File: src/rtl/sub_bcd_if.sv
// Handshake and data bundle for the subtract-and-convert engine.
// The master drives the request and operands; the slave returns the signed BCD result.
interface sub_bcd_if #(
    parameter int WIDTH  = 17,
    parameter int DIGITS = 6
);
    logic                  start;
    logic [WIDTH-1:0]      num_1;
    logic [WIDTH-1:0]      num_2;
    logic                  busy;
    logic                  done;
    logic                  neg;
    logic [4*DIGITS-1:0]   bcd;
    logic                  ovf;

    modport master (
        output start, num_1, num_2,
        input  busy, done, neg, bcd, ovf
    );

    modport slave (
        input  start, num_1, num_2,
        output busy, done, neg, bcd, ovf
    );
endinterface

File: src/rtl/sub_bcd_unit.sv
// Sequential num_1 - num_2 with sign/magnitude output and shift-add-3 BCD conversion.
// Optional clamp of the displayed magnitude is enabled with macro SUB_BCD_CLAMP_EN.
module sub_bcd_unit #(
    parameter int WIDTH  = 17,
    parameter int DIGITS = 6
) (
    input  logic     clk,
    input  logic     rst,
    sub_bcd_if.slave bus
);
    typedef enum logic [1:0] {
        IDLE = 2'd0,
        SUB  = 2'd1,
        CONV = 2'd2,
        DONE = 2'd3
    } state_t;

    localparam int CNT_W = $clog2(WIDTH + 1);
    localparam int BCD_W = 4 * DIGITS;

    state_t            state_r;
    state_t            next_state_s;
    logic [WIDTH-1:0]  num_1_r;
    logic [WIDTH-1:0]  num_2_r;
    logic [WIDTH-1:0]  shift_r;
    logic [WIDTH-1:0]  mag_s;
    logic              neg_s;
    logic [BCD_W-1:0]  scratch_r;
    logic [BCD_W-1:0]  adj_s;
    logic [BCD_W-1:0]  bcd_r;
    logic [CNT_W-1:0]  cnt_r;
    logic              neg_stage_r;
    logic              neg_r;
    logic              busy_r;
    logic              done_r;

    // Add 3 to every digit that would overflow past 9 once doubled by the shift.
    function automatic logic [BCD_W-1:0] add3_adjust(input logic [BCD_W-1:0] v);
        logic [BCD_W-1:0] r;
        r = v;
        for (int i = 0; i < DIGITS; i++) begin
            if (v[4*i +: 4] >= 4'd5) begin
                r[4*i +: 4] = v[4*i +: 4] + 4'd3;
            end else begin
                r[4*i +: 4] = v[4*i +: 4];
            end
        end
        return r;
    endfunction

`ifdef SUB_BCD_CLAMP_EN
    function automatic logic [63:0] pow10(input int n);
        logic [63:0] p;
        p = 64'd1;
        for (int i = 0; i < n; i++) begin
            p = p * 64'd10;
        end
        return p;
    endfunction

    function automatic logic [BCD_W-1:0] clamp_pattern();
        logic [BCD_W-1:0] p;
        p = {BCD_W{1'b0}};
        for (int i = 0; i < DIGITS - 1; i++) begin
            p[4*i +: 4] = 4'd9;
        end
        return p;
    endfunction

    localparam logic [63:0]      CLAMP_LIMIT = pow10(DIGITS - 1) - 64'd1;
    localparam logic [BCD_W-1:0] CLAMP_BCD   = clamp_pattern();

    logic over_stage_r;
    logic ovf_r;
`endif

    // Sign and magnitude: always subtract the smaller operand from the larger.
    always_comb begin
        neg_s = 1'b0;
        mag_s = {WIDTH{1'b0}};
        if (num_1_r >= num_2_r) begin
            neg_s = 1'b0;
            mag_s = num_1_r - num_2_r;
        end else begin
            neg_s = 1'b1;
            mag_s = num_2_r - num_1_r;
        end
    end

    // Digit correction ahead of each conversion shift.
    always_comb begin
        adj_s = add3_adjust(scratch_r);
    end

    // Next-state logic.
    always_comb begin
        next_state_s = state_r;
        case (state_r)
            IDLE: begin
                if (bus.start) begin
                    next_state_s = SUB;
                end else begin
                    next_state_s = IDLE;
                end
            end
            SUB:  next_state_s = CONV;
            CONV: begin
                if (cnt_r == CNT_W'(1)) begin
                    next_state_s = DONE;
                end else begin
                    next_state_s = CONV;
                end
            end
            DONE:    next_state_s = IDLE;
            default: next_state_s = IDLE;
        endcase
    end

    // State register.
    always_ff @(posedge clk or posedge rst) begin
        if (rst) begin
            state_r <= IDLE;
        end else begin
            state_r <= next_state_s;
        end
    end

    // Operand capture, conversion datapath and published result.
    always_ff @(posedge clk or posedge rst) begin
        if (rst) begin
            num_1_r      <= {WIDTH{1'b0}};
            num_2_r      <= {WIDTH{1'b0}};
            shift_r      <= {WIDTH{1'b0}};
            scratch_r    <= {BCD_W{1'b0}};
            cnt_r        <= {CNT_W{1'b0}};
            neg_stage_r  <= 1'b0;
            neg_r        <= 1'b0;
            bcd_r        <= {BCD_W{1'b0}};
            busy_r       <= 1'b0;
            done_r       <= 1'b0;
`ifdef SUB_BCD_CLAMP_EN
            over_stage_r <= 1'b0;
            ovf_r        <= 1'b0;
`endif
        end else begin
            busy_r <= (next_state_s == SUB) || (next_state_s == CONV);
            done_r <= (state_r == DONE);
            case (state_r)
                IDLE: begin
                    if (bus.start) begin
                        num_1_r <= bus.num_1;
                        num_2_r <= bus.num_2;
                    end
                end
                SUB: begin
                    neg_stage_r  <= neg_s;
                    shift_r      <= mag_s;
                    scratch_r    <= {BCD_W{1'b0}};
                    cnt_r        <= CNT_W'(WIDTH);
`ifdef SUB_BCD_CLAMP_EN
                    over_stage_r <= (64'(mag_s) > CLAMP_LIMIT);
`endif
                end
                CONV: begin
                    scratch_r <= {adj_s[BCD_W-2:0], shift_r[WIDTH-1]};
                    shift_r   <= {shift_r[WIDTH-2:0], 1'b0};
                    cnt_r     <= cnt_r - CNT_W'(1);
                end
                DONE: begin
                    neg_r <= neg_stage_r;
`ifdef SUB_BCD_CLAMP_EN
                    if (over_stage_r) begin
                        bcd_r <= CLAMP_BCD;
                        ovf_r <= 1'b1;
                    end else begin
                        bcd_r <= scratch_r;
                        ovf_r <= 1'b0;
                    end
`else
                    bcd_r <= scratch_r;
`endif
                end
                default: ;
            endcase
        end
    end

    assign bus.busy = busy_r;
    assign bus.done = done_r;
    assign bus.neg  = neg_r;
    assign bus.bcd  = bcd_r;
`ifdef SUB_BCD_CLAMP_EN
    assign bus.ovf  = ovf_r;
`else
    assign bus.ovf  = 1'b0;
`endif
endmodule

File: src/flat_wrapper.sv
// flat-port wrapper written by rule: the top's interface ports become plain ports
module sub_bcd_unit_flat 
#(
    parameter int WIDTH  = 17,
    parameter int DIGITS = 6
)
  (clk, rst, bus_start, bus_num_1, bus_num_2, bus_busy, bus_done, bus_neg, bus_bcd, bus_ovf);
  sub_bcd_if #(.WIDTH(WIDTH), .DIGITS(DIGITS)) bus_i ();
  input  logic clk;
  input  logic rst;
  input wire logic [$bits(bus_i.start)-1:0] bus_start;
  input wire logic [$bits(bus_i.num_1)-1:0] bus_num_1;
  input wire logic [$bits(bus_i.num_2)-1:0] bus_num_2;
  output wire logic [$bits(bus_i.busy)-1:0] bus_busy;
  output wire logic [$bits(bus_i.done)-1:0] bus_done;
  output wire logic [$bits(bus_i.neg)-1:0] bus_neg;
  output wire logic [$bits(bus_i.bcd)-1:0] bus_bcd;
  output wire logic [$bits(bus_i.ovf)-1:0] bus_ovf;
  assign bus_i.start = bus_start;
  assign bus_i.num_1 = bus_num_1;
  assign bus_i.num_2 = bus_num_2;
  assign bus_busy = bus_i.busy;
  assign bus_done = bus_i.done;
  assign bus_neg = bus_i.neg;
  assign bus_bcd = bus_i.bcd;
  assign bus_ovf = bus_i.ovf;
  sub_bcd_unit #(.WIDTH(WIDTH), .DIGITS(DIGITS)) u_core (.clk(clk), .rst(rst), .bus(bus_i));
endmodule
File: config.mk
export PLATFORM = sky130hd
export DESIGN_NAME = sub_bcd_unit_flat
export DESIGN_NICKNAME = d
export VERILOG_FILES = /design/src/rtl/sub_bcd_if.sv /design/src/rtl/sub_bcd_unit.sv /design/src/flat_wrapper.sv
export SDC_FILE = /design/constraint.sdc
export NUM_CORES = 1
export LEC_CHECK = 0
export CORE_UTILIZATION = 40
export DETAILED_ROUTE_END_ITERATION = 12
export PLACE_DENSITY_LB_ADDON = 0.08
export REMOVE_ABC_BUFFERS = 1
export SLEW_MARGIN = 20
export SYNTH_ARGS = -nofsm -noshare
export SYNTH_HDL_FRONTEND = slang
export SYNTH_SLANG_ARGS = --single-unit
File: constraint.sdc
create_clock -name clk -period 10.4 [get_ports clk]
set_input_delay 1.56 -clock clk [delete_from_list [all_inputs] [get_ports clk]]
set_output_delay 1.56 -clock clk [all_outputs]
set_load 0.01 [all_outputs]
# Word-level counts from Yosys, hierarchy flattened
# Index checks and enable logic that the tools add are counted.
[classes]
n_addsub = 9
magnitude_cmp = 7
eq_ne = 6
muxes = 14
n_reduce_logical = 4
[ops]
columns = ["cell", "count"]
rows = [
  ["$pmux 24 s2", 1],
  ["$pmux 17 s2", 1],
  ["$sub 17x17->17", 2],
  ["$ge 4x3->1 const B", 6],
  ["$add 4x2->4 const B", 5],
  ["$mux 4", 5],
  ["$ge 17x17->1", 1],
  ["$mux 17", 1],
  ["$pmux 5 s2", 1],
  ["$pmux 2 s4", 1],
  ["$eq 2x2->1 const B", 3],
  ["$eq 5x1->1 const B", 1],
  ["$sub 5x1->5 const B", 1],
  ["$eq 2x1->1 const B", 2],
  ["$add 3x2->3 const B", 1],
  ["$mux 1", 3],
  ["$mux 3", 1],
  ["$logic_not 2->1", 1],
  ["$reduce_and 2->1", 1],
  ["$reduce_bool 2->1", 1],
  ["$logic_or 1x1->1", 1],
]
[word_totals]
reg_bits = 110
input_bits = 37
wordCells = 51

# Depth between registers and ports, before layout
# Gate-level depths: netlist (run 1).
[depth]
ltp_word = 5
ltp_mapped = 14
mapped_depth_nobuf = 12

# Worst setup path after synthesis (run 1)
# OpenSTA, ideal clock, no wires.
[synth_path]
path_type = "reg2reg"
start = "register u_core.num_2_r[12]"
end = "register u_core.shift_r[5]"
t_arrival_ps = 2491
required_ps = 10257
setup_slack_ps = 7767
path_stages_with_launch = 15
synth_period_minus_slack_ps = 2633
cell_sequence = "dfrtp_1 > inv_1 > ha_1 > buf_6 > a21oi_2 > nand2_1 > a22o_1 > a21oi_2 > and2_2 > buf_4 > buf_6 > mux2i_1 > o21ai_0 > a21oi_1 > o221ai_1"
[synth_via]
elab_chain_cells = 3
[synth_rtl]
columns = ["element", "line", "source"]
rows = [
  ["from (decl)", "sub_bcd_unit.sv:24", "logic [WIDTH-1:0] num_2_r;"],
  ["from (signal assigned)", "sub_bcd_unit.sv:132", "num_2_r <= {WIDTH{1'b0}};"],
  ["from (signal assigned)", "sub_bcd_unit.sv:152", "num_2_r <= bus.num_2;"],
  ["$ge 17x17->1", "sub_bcd_unit.sv:81", "if (num_1_r >= num_2_r) begin"],
  ["$mux 17", "sub_bcd_unit.sv:81", ""],
  ["$pmux 17 s2", "sub_bcd_unit.sv:148", "case (state_r)"],
  ["to (signal assigned)", "sub_bcd_unit.sv:133", "shift_r <= {WIDTH{1'b0}};"],
  ["to (signal assigned)", "sub_bcd_unit.sv:157", "shift_r <= mag_s;"],
  ["to (signal assigned)", "sub_bcd_unit.sv:166", "shift_r <= {shift_r[WIDTH-2:0], 1'b0};"],
  ["to (decl)", "sub_bcd_unit.sv:25", "logic [WIDTH-1:0] shift_r;"],
]
# Every way passes these cells.
# A chain may end at the register's enable or synchronous reset.

# Worst setup path in the final report (run 1)
[layout_path]
start = "register u_core.num_2_r[14]"
end = "register u_core.shift_r[14]"
[layout_via]
elab_chain_cells = 3
elab_cells_between_ends = 5
[layout_rtl]
columns = ["element", "line", "source"]
rows = [
  ["$sub 17x17->17, or another cell as far along", "sub_bcd_unit.sv:86", "mag_s = num_2_r - num_1_r;"],
  ["$mux 17 *", "sub_bcd_unit.sv:81", ""],
  ["$pmux 17 s2 *", "sub_bcd_unit.sv:148", ""],
]
# Every way passes the cells marked *; elsewhere a longest branch is shown, timed or not.

==> results of run 1 <==
-- layer usage --
metal / track usage / up-vias
met4: 0.07182 / 0
met1: 0.2151 / 2292
met3: 0.02477 / 17
met2: 0.2856 / 92
met5: 0 / -
li1: - / 2305
-- synth_stat cells, types with 3 or more instances --
master    instances  area, um2
buf_1             5      18.77
nand3_1           6      30.03
nand2_1          33      123.9
a21oi_1          48      240.2
mux2i_1          11      110.1
nand4_1           4      25.02
a32o_1            5      50.05
buf_4             4      30.03
nand2b_1         12      75.07
inv_1            75      281.5
nor2_1           19      71.32
xor2_1            7      61.31
nor3b_1           4      30.03
a31oi_1           7      43.79
ha_1             52      650.6
buf_6             4      45.04
clkbuf_1         14      52.55
and3_2            3      22.52
o221ai_1          5      43.79
nor3_1            3      15.01
o31ai_1           6      45.04
o21ai_0          31      155.2
nor2b_1           6      37.54
o22ai_1          21      131.4
or3_1             4      25.02
xnor2_1          11      96.34
o211ai_1          5      37.54
mux2_2           64      720.7
a2111o_1          4      45.04
dfrtp_1         110       2753
a21o_1            6      45.04
-- sequential cells by signal, summed over array words and instances (netlist names), 2 cells and up --
name and count:
u_core.bus.bcd 24, u_core.scratch_r 24, u_core.num_1_r 17, u_core.num_2_r 17
u_core.shift_r 17, u_core.cnt_r 5, u_core.state_r 2
-- placed cells by master (no fill, tap or decap), types with 7 or more instances in the layout --
master	Yosys	routed
dfrtp_1	110	110
inv_1	75	74
mux2_2	64	64
clkdlybuf4s50_1	0	63
ha_1	52	50
a21oi_1	48	48
nand2_1	33	33
o21ai_0	31	31
o22ai_1	21	21
nor2_1	19	19
nand2b_1	12	12
xnor2_1	11	11
mux2i_1	11	11
clkbuf_16	0	9
xor2_1	7	7
a31oi_1	7	7
-- area by class of cell --
class,count,area [um2]
flip-flops and latches,110,2753
clock buffers,12,236.5
inverters,75,284.0
fillers,1543,8376
well taps,216,270.3
multi-input cells,415,3284
repair buffers,67,660.6
clock inverters,3,21.27
-- worst max-delay path: stages (launching register included) --
cell     delay [ns]
dfrtp_1        0.37
inv_1          0.05
ha_1           0.39
a21o_1         0.22
a21oi_1        0.25
o31ai_2        0.11
a21oi_1        0.30
and2_2         0.54
a211o_1        0.17
a31oi_1        0.11
and3_2         0.24
or3_1          0.33
-- logic make-up after synthesis --
| logic type | synth area share |
|---|---|
| buffers and inverters | 0.07235 |
| adders and majority gates | 0.1062 |
| muxes | 0.1278 |
| DFF | 0.4233 |
| AOI/OAI and AO/OA | 0.1624 |
| and+or+nand+nor | 0.08313 |
| other | 0.0005767 |
| xor gates and xnor gates | 0.02424 |
-- path summary, 6_finish.rpt --
check	startpoint	to	slack, ns
min reg2reg	u_core.shift_r[14]	u_core.shift_r[15]	0.49
max in group asynchronous	rst	u_core.num_1_r[7]	7.56
max reg2reg	u_core.num_2_r[14]	u_core.shift_r[14]	7.20
min	u_core.shift_r[14]	u_core.shift_r[15]	0.49
max	u_core.num_2_r[14]	u_core.shift_r[14]	7.20
min in group asynchronous	rst	u_core.bus.bcd[11]	1.67
-- power breakdown --
group,leakage (nW),internal [mW],switching (mW),total [mW]
combinational,1.89,0.650,0.891,1.54
sequential,1.41,0.565,0.0872,0.652
clock,0.123,0.162,0.158,0.320
-- stage by stage --
stage	utilization	worst slack (ns)	std cells
floorplan	-	5.938	600
global placement	0.4564	7.101	883
detailed placement	0.4564	7.074	883
CTS	0.4726	7.240	898
global route	0.4727	6.952	898
finish	0.4727	7.202	898
==> metrics, run 1 <==
outcome=finished clean; max_cap viols=0; Gate Count Post-Synth=632; worst-path fanout max=20; Nets=769; Setup-failing EPs final=0; Root Buffer Master=clkbuf_16; worst r2r path cells=11; LEAKAGE=3.420 nW; post-synthesis sequential area ratio=0.4233; clock transition at the registers of the reported paths=0.07 ns; Bufs on Longest Clock Path=2; critical path arrival=3.43 ns; hold_buf cts=0; f_max=312.7 MHz; asr flop ratio synth=1.000; share of layout cells above drive strength 1=0.1422; final hold vios=0; final instance area=7510 um2; met2 WL=6293 um; initial antenna violation count=0; Port Buf Inserts=63; highest metal used=met4; Syn-to-layout area delta=15.49%; H-tree level count=3; total track usage=0.1686; drt first-iter violations=247; IO Count=65; Max Slew Vio Count=0; worst setup skew after layout=0.008906 ns; via/cell ratio=5.241; vias in the first global route=4646; Antenna Cells=0; post-CTS setup buffers=0; Mean Syn Cell Area=10.29 um2; Final ANT Viol Nets=0; synth unique cells=64; die span in y=129.5 um; Routed WL per cell=14.54 um; Final period util=0.3075; Setup TNS=0 ns; PwrDens=334.7 nW/um2; Initial Utilization=0.4093; met1 WL=6117 um; Worst-Margin Slew=0.8764 ns; first-pass GRT wire length=22270 um; Vias=4706; total placed instance area=7249 um2; Worst Path Required=10.63 ns; Worst Hold Depth=2; total length of routed wires=13060 um; HP Class=reg -> reg; Seq cells post-synth=110; core area=15890 um2; synthesized cell area=6502 um2; Clock Latency Late Sink=0.35 ns; Startpoint Class=flop; Top FF cell, synth=dfrtp_1; overall power=2.513 mW; DP HPWL=9298 um; grt total ovfl=0; # resized after CTS=0; Tmin final=3.198 ns; Slew Limit Headroom=0.4143; chip width=129.5 um; Hold Slack=0.4928 ns; DRC=0; number of cell rows=46; unrepaired setup endpoints after global routing=no; largest net degree at the start of global routing=68; clock sink count=110; crit end category=flop; CTS tree=built; Post-synth EDFFs=0; VDD IR max=152.6 uV; routed wl met3=388 um; DR pass1 iterations=4; total CTS buffers=9; die area=16770 um2; yosys warns=0; routability-driven placement congestion ratio=0.8496; CP Class=reg -> reg
Power figures use the tool's default switching activity.
==> inputs of run 2 (changes only) <==
Clock period 10.4 ns to 3.1 ns, I/O delays scaled along.
==> metrics, run 2 (synthesized netlist as in run 1, its figures left out) <==
outcome=finished clean (unchanged); Clock power frac=0.127 (about the same); initial antenna violation count=0 (unchanged); chip width=129.5 um (unchanged); overall power=8.869 mW (was 2.513 mW); HP Class=in -> async (was reg -> reg); Worst-Margin Slew=0.5124 ns (was 0.8764 ns); total track usage=0.1743 (was 0.1686); H-tree level count=3 (unchanged); Antenna Cells=0 (unchanged); Max Slew Vio Count=0 (unchanged); VDD IR max=445.8 uV (was 152.6 uV); Final Util=0.4843 (was 0.4727); critical path's largest stage delay=0.38 ns (was 0.54 ns); total placed instance area=7402 um2 (was 7249 um2); via/cell ratio=5.215 (was 5.241); Worst Path Required=3.33 ns (was 10.63 ns); P_int=4.934 mW (was 1.377 mW); Clock Latency Late Sink=0.35 ns (about the same); CP Buf/Inv Count=1 (unchanged); footprint of the multi-input gates=3291 um2 (was 3284 um2); drt first-iter violations=223 (was 247); final hold vios=0 (unchanged); number of cell rows=46 (unchanged); Slowest-stage cell, CP=ha_1 (was and2_2); Final period util=0.9512 (was 0.3075); LEAKAGE=3.528 nW (was 3.420 nW); Setup TNS=0 ns (unchanged); CTS tree=built (unchanged); Comb power frac=0.627 (was 0.613); Bufs on Longest Clock Path=2 (unchanged); PwrDens=1153 nW/um2 (was 334.7 nW/um2); crit end category=flop (unchanged); total CTS buffers=9 (unchanged); Syn-to-layout area delta=18.32% (was 15.49%); cell family with most CP delay=compound AO/OA/AOI/OAI gates (unchanged); DR pass1 iterations=4 (unchanged); DRC=0 (unchanged); Initial Utilization=0.4093 (unchanged); post-CTS setup buffers=0 (unchanged); Setup-failing EPs final=0 (unchanged); Reg-to-Reg Start=u_core.num_2_r[14] (unchanged); clock sink count=110 (unchanged); Routed WL per cell=14.79 um (was 14.54 um); die span in y=129.5 um (unchanged); max_cap viols=0 (unchanged); DP HPWL=9931 um (was 9298 um); critical path arrival=3.18 ns (was 3.43 ns); largest net degree at the start of global routing=67 (was 68); CP Class=reg -> reg (unchanged); Port Buf Inserts=63 (unchanged); hold_buf cts=0 (unchanged); # resized after CTS=1 (was 0); Slew Limit Headroom=0.6584 (was 0.4143); sw frac=0.4437 (was 0.4520); Tmin final=2.949 ns (was 3.198 ns); CP startpoint=u_core.num_2_r[14] (unchanged); Final ANT Viol Nets=0 (unchanged); total length of routed wires=13540 um (was 13060 um); worst setup skew after layout=0.006623 ns (was 0.008906 ns); sequential share of power=0.247 (was 0.259); commonest non-fill, non-tap cells in the layout=dfrtp_1, inv_1, mux2_2, clkdlybuf4s50_1, ha_1 (unchanged); die area=16770 um2 (unchanged); vias in the first global route=4757 (was 4646); clock transition at the registers of the reported paths=0.07 ns (about the same); Root Buffer Master=clkbuf_16 (unchanged); worst-path fanout max=15 (was 20); share of layout cells above drive strength 1=0.1688 (was 0.1422); flip-flop and latch area=2753 um2 (unchanged); f_max=339.1 MHz (was 312.7 MHz); cell breakdown of the critical path=inv_1 -> ha_1 -> a21o_1 -> a21oi_1 -> o31ai_2 -> a21oi_2 -> and2_4 -> a211o_1 -> a31oi_1 -> and3_2 -> or3_1 (was inv_1 -> ha_1 -> a21o_1 -> a21oi_1 -> o31ai_2 -> a21oi_1 -> and2_2 -> a211o_1 -> a31oi_1 -> and3_2 -> or3_1); Filler Cell Count=1529 (was 1543); Startpoint Class=flop (unchanged); core area=15890 um2 (unchanged); most common cell after layout, fill and taps aside=dfrtp_1 (unchanged); first-pass GRT wire length=23050 um (was 22270 um); IO Count=65 (unchanged); grt total ovfl=0 (unchanged); Vias=4772 (was 4706); Nets=786 (was 769); routability-driven placement congestion ratio=0.8800 (was 0.8496); final instance area=7694 um2 (was 7510 um2); sw power=3.935 mW (was 1.136 mW)
## run 2: cell count changes in the layout (fill, tap and decap cells not counted), moves of 2 or more
cell      before  now
o21ai_1        1    3
o21ai_0       31   29
buf_12         0    2
clkbuf_8       0    2
clkbuf_1       3    0
buf_4          4   19
## run 2: per-layer routing
layer	GRT usage	wire (um)
met2	0.2878	6452
met3	0.02684	395
met1	0.2285	6415
met4	0.07250	272
met5	0	0
## run 2: worst register-to-register path, delay by kind of cell (launching register included)
kind                       cells  cell delay, ns
and+or+nand+nor                3            0.89
AOI/OAI and AO/OA              6            1.14
buffers and inverters          1            0.05
DFF                            1            0.37
adders and majority gates      1            0.38
## run 2: cell type report
cell class / count / area share
clock buffers: 11 / 0.03285
clock inverters: 4 / 0.003903
inverters: 75 / 0.03692
multi-input cells: 415 / 0.4277
flip-flops and latches: 110 / 0.3578
well taps: 216 / 0.03513
repair buffers: 84 / 0.1057
## run 2: path summary, 6_finish.rpt
check                      depth (start not counted)  slack (ns)             endpoint
hold / removal                                     2        0.45   u_core.bus.bcd[11]
setup reg to reg                                  11        0.15   u_core.shift_r[14]
hold reg to reg                                    2        0.49  u_core.scratch_r[0]
min in group clk                                   2        0.49  u_core.scratch_r[0]
setup / recovery                                  11        0.15   u_core.shift_r[14]
max in group asynchronous                          3        1.98    u_core.num_1_r[4]
## run 2: per-stage QoR
stage / worst slack, ns / std cells / hold WS (ns)
global route: -0.02031 / 915 / 0.4934
global placement: 0.08175 / 900 / 0.4659
floorplan: -0.2673 / 600 / 0.4422
detailed placement: -0.01191 / 900 / 0.4762
finish: 0.1512 / 915 / 0.4529
CTS: 0.08587 / 915 / 0.4595
## run 2: power groups by stage
| stage | clock [mW] | combinational [mW] | sequential, mW |
|---|---|---|---|
| 6_report | 1.12 | 5.56 | 2.19 |
| 5_1_grt | 1.21 | 6.19 | 2.25 |
| 4_1_cts | 1.16 | 5.56 | 2.20 |
| 3_5_place_dp | 0 | 5.52 | 2.22 |
| 3_3_place_gp | 0 | 5.45 | 2.19 |
| 2_1_floorplan | 0 | 3.94 | 2.15 |
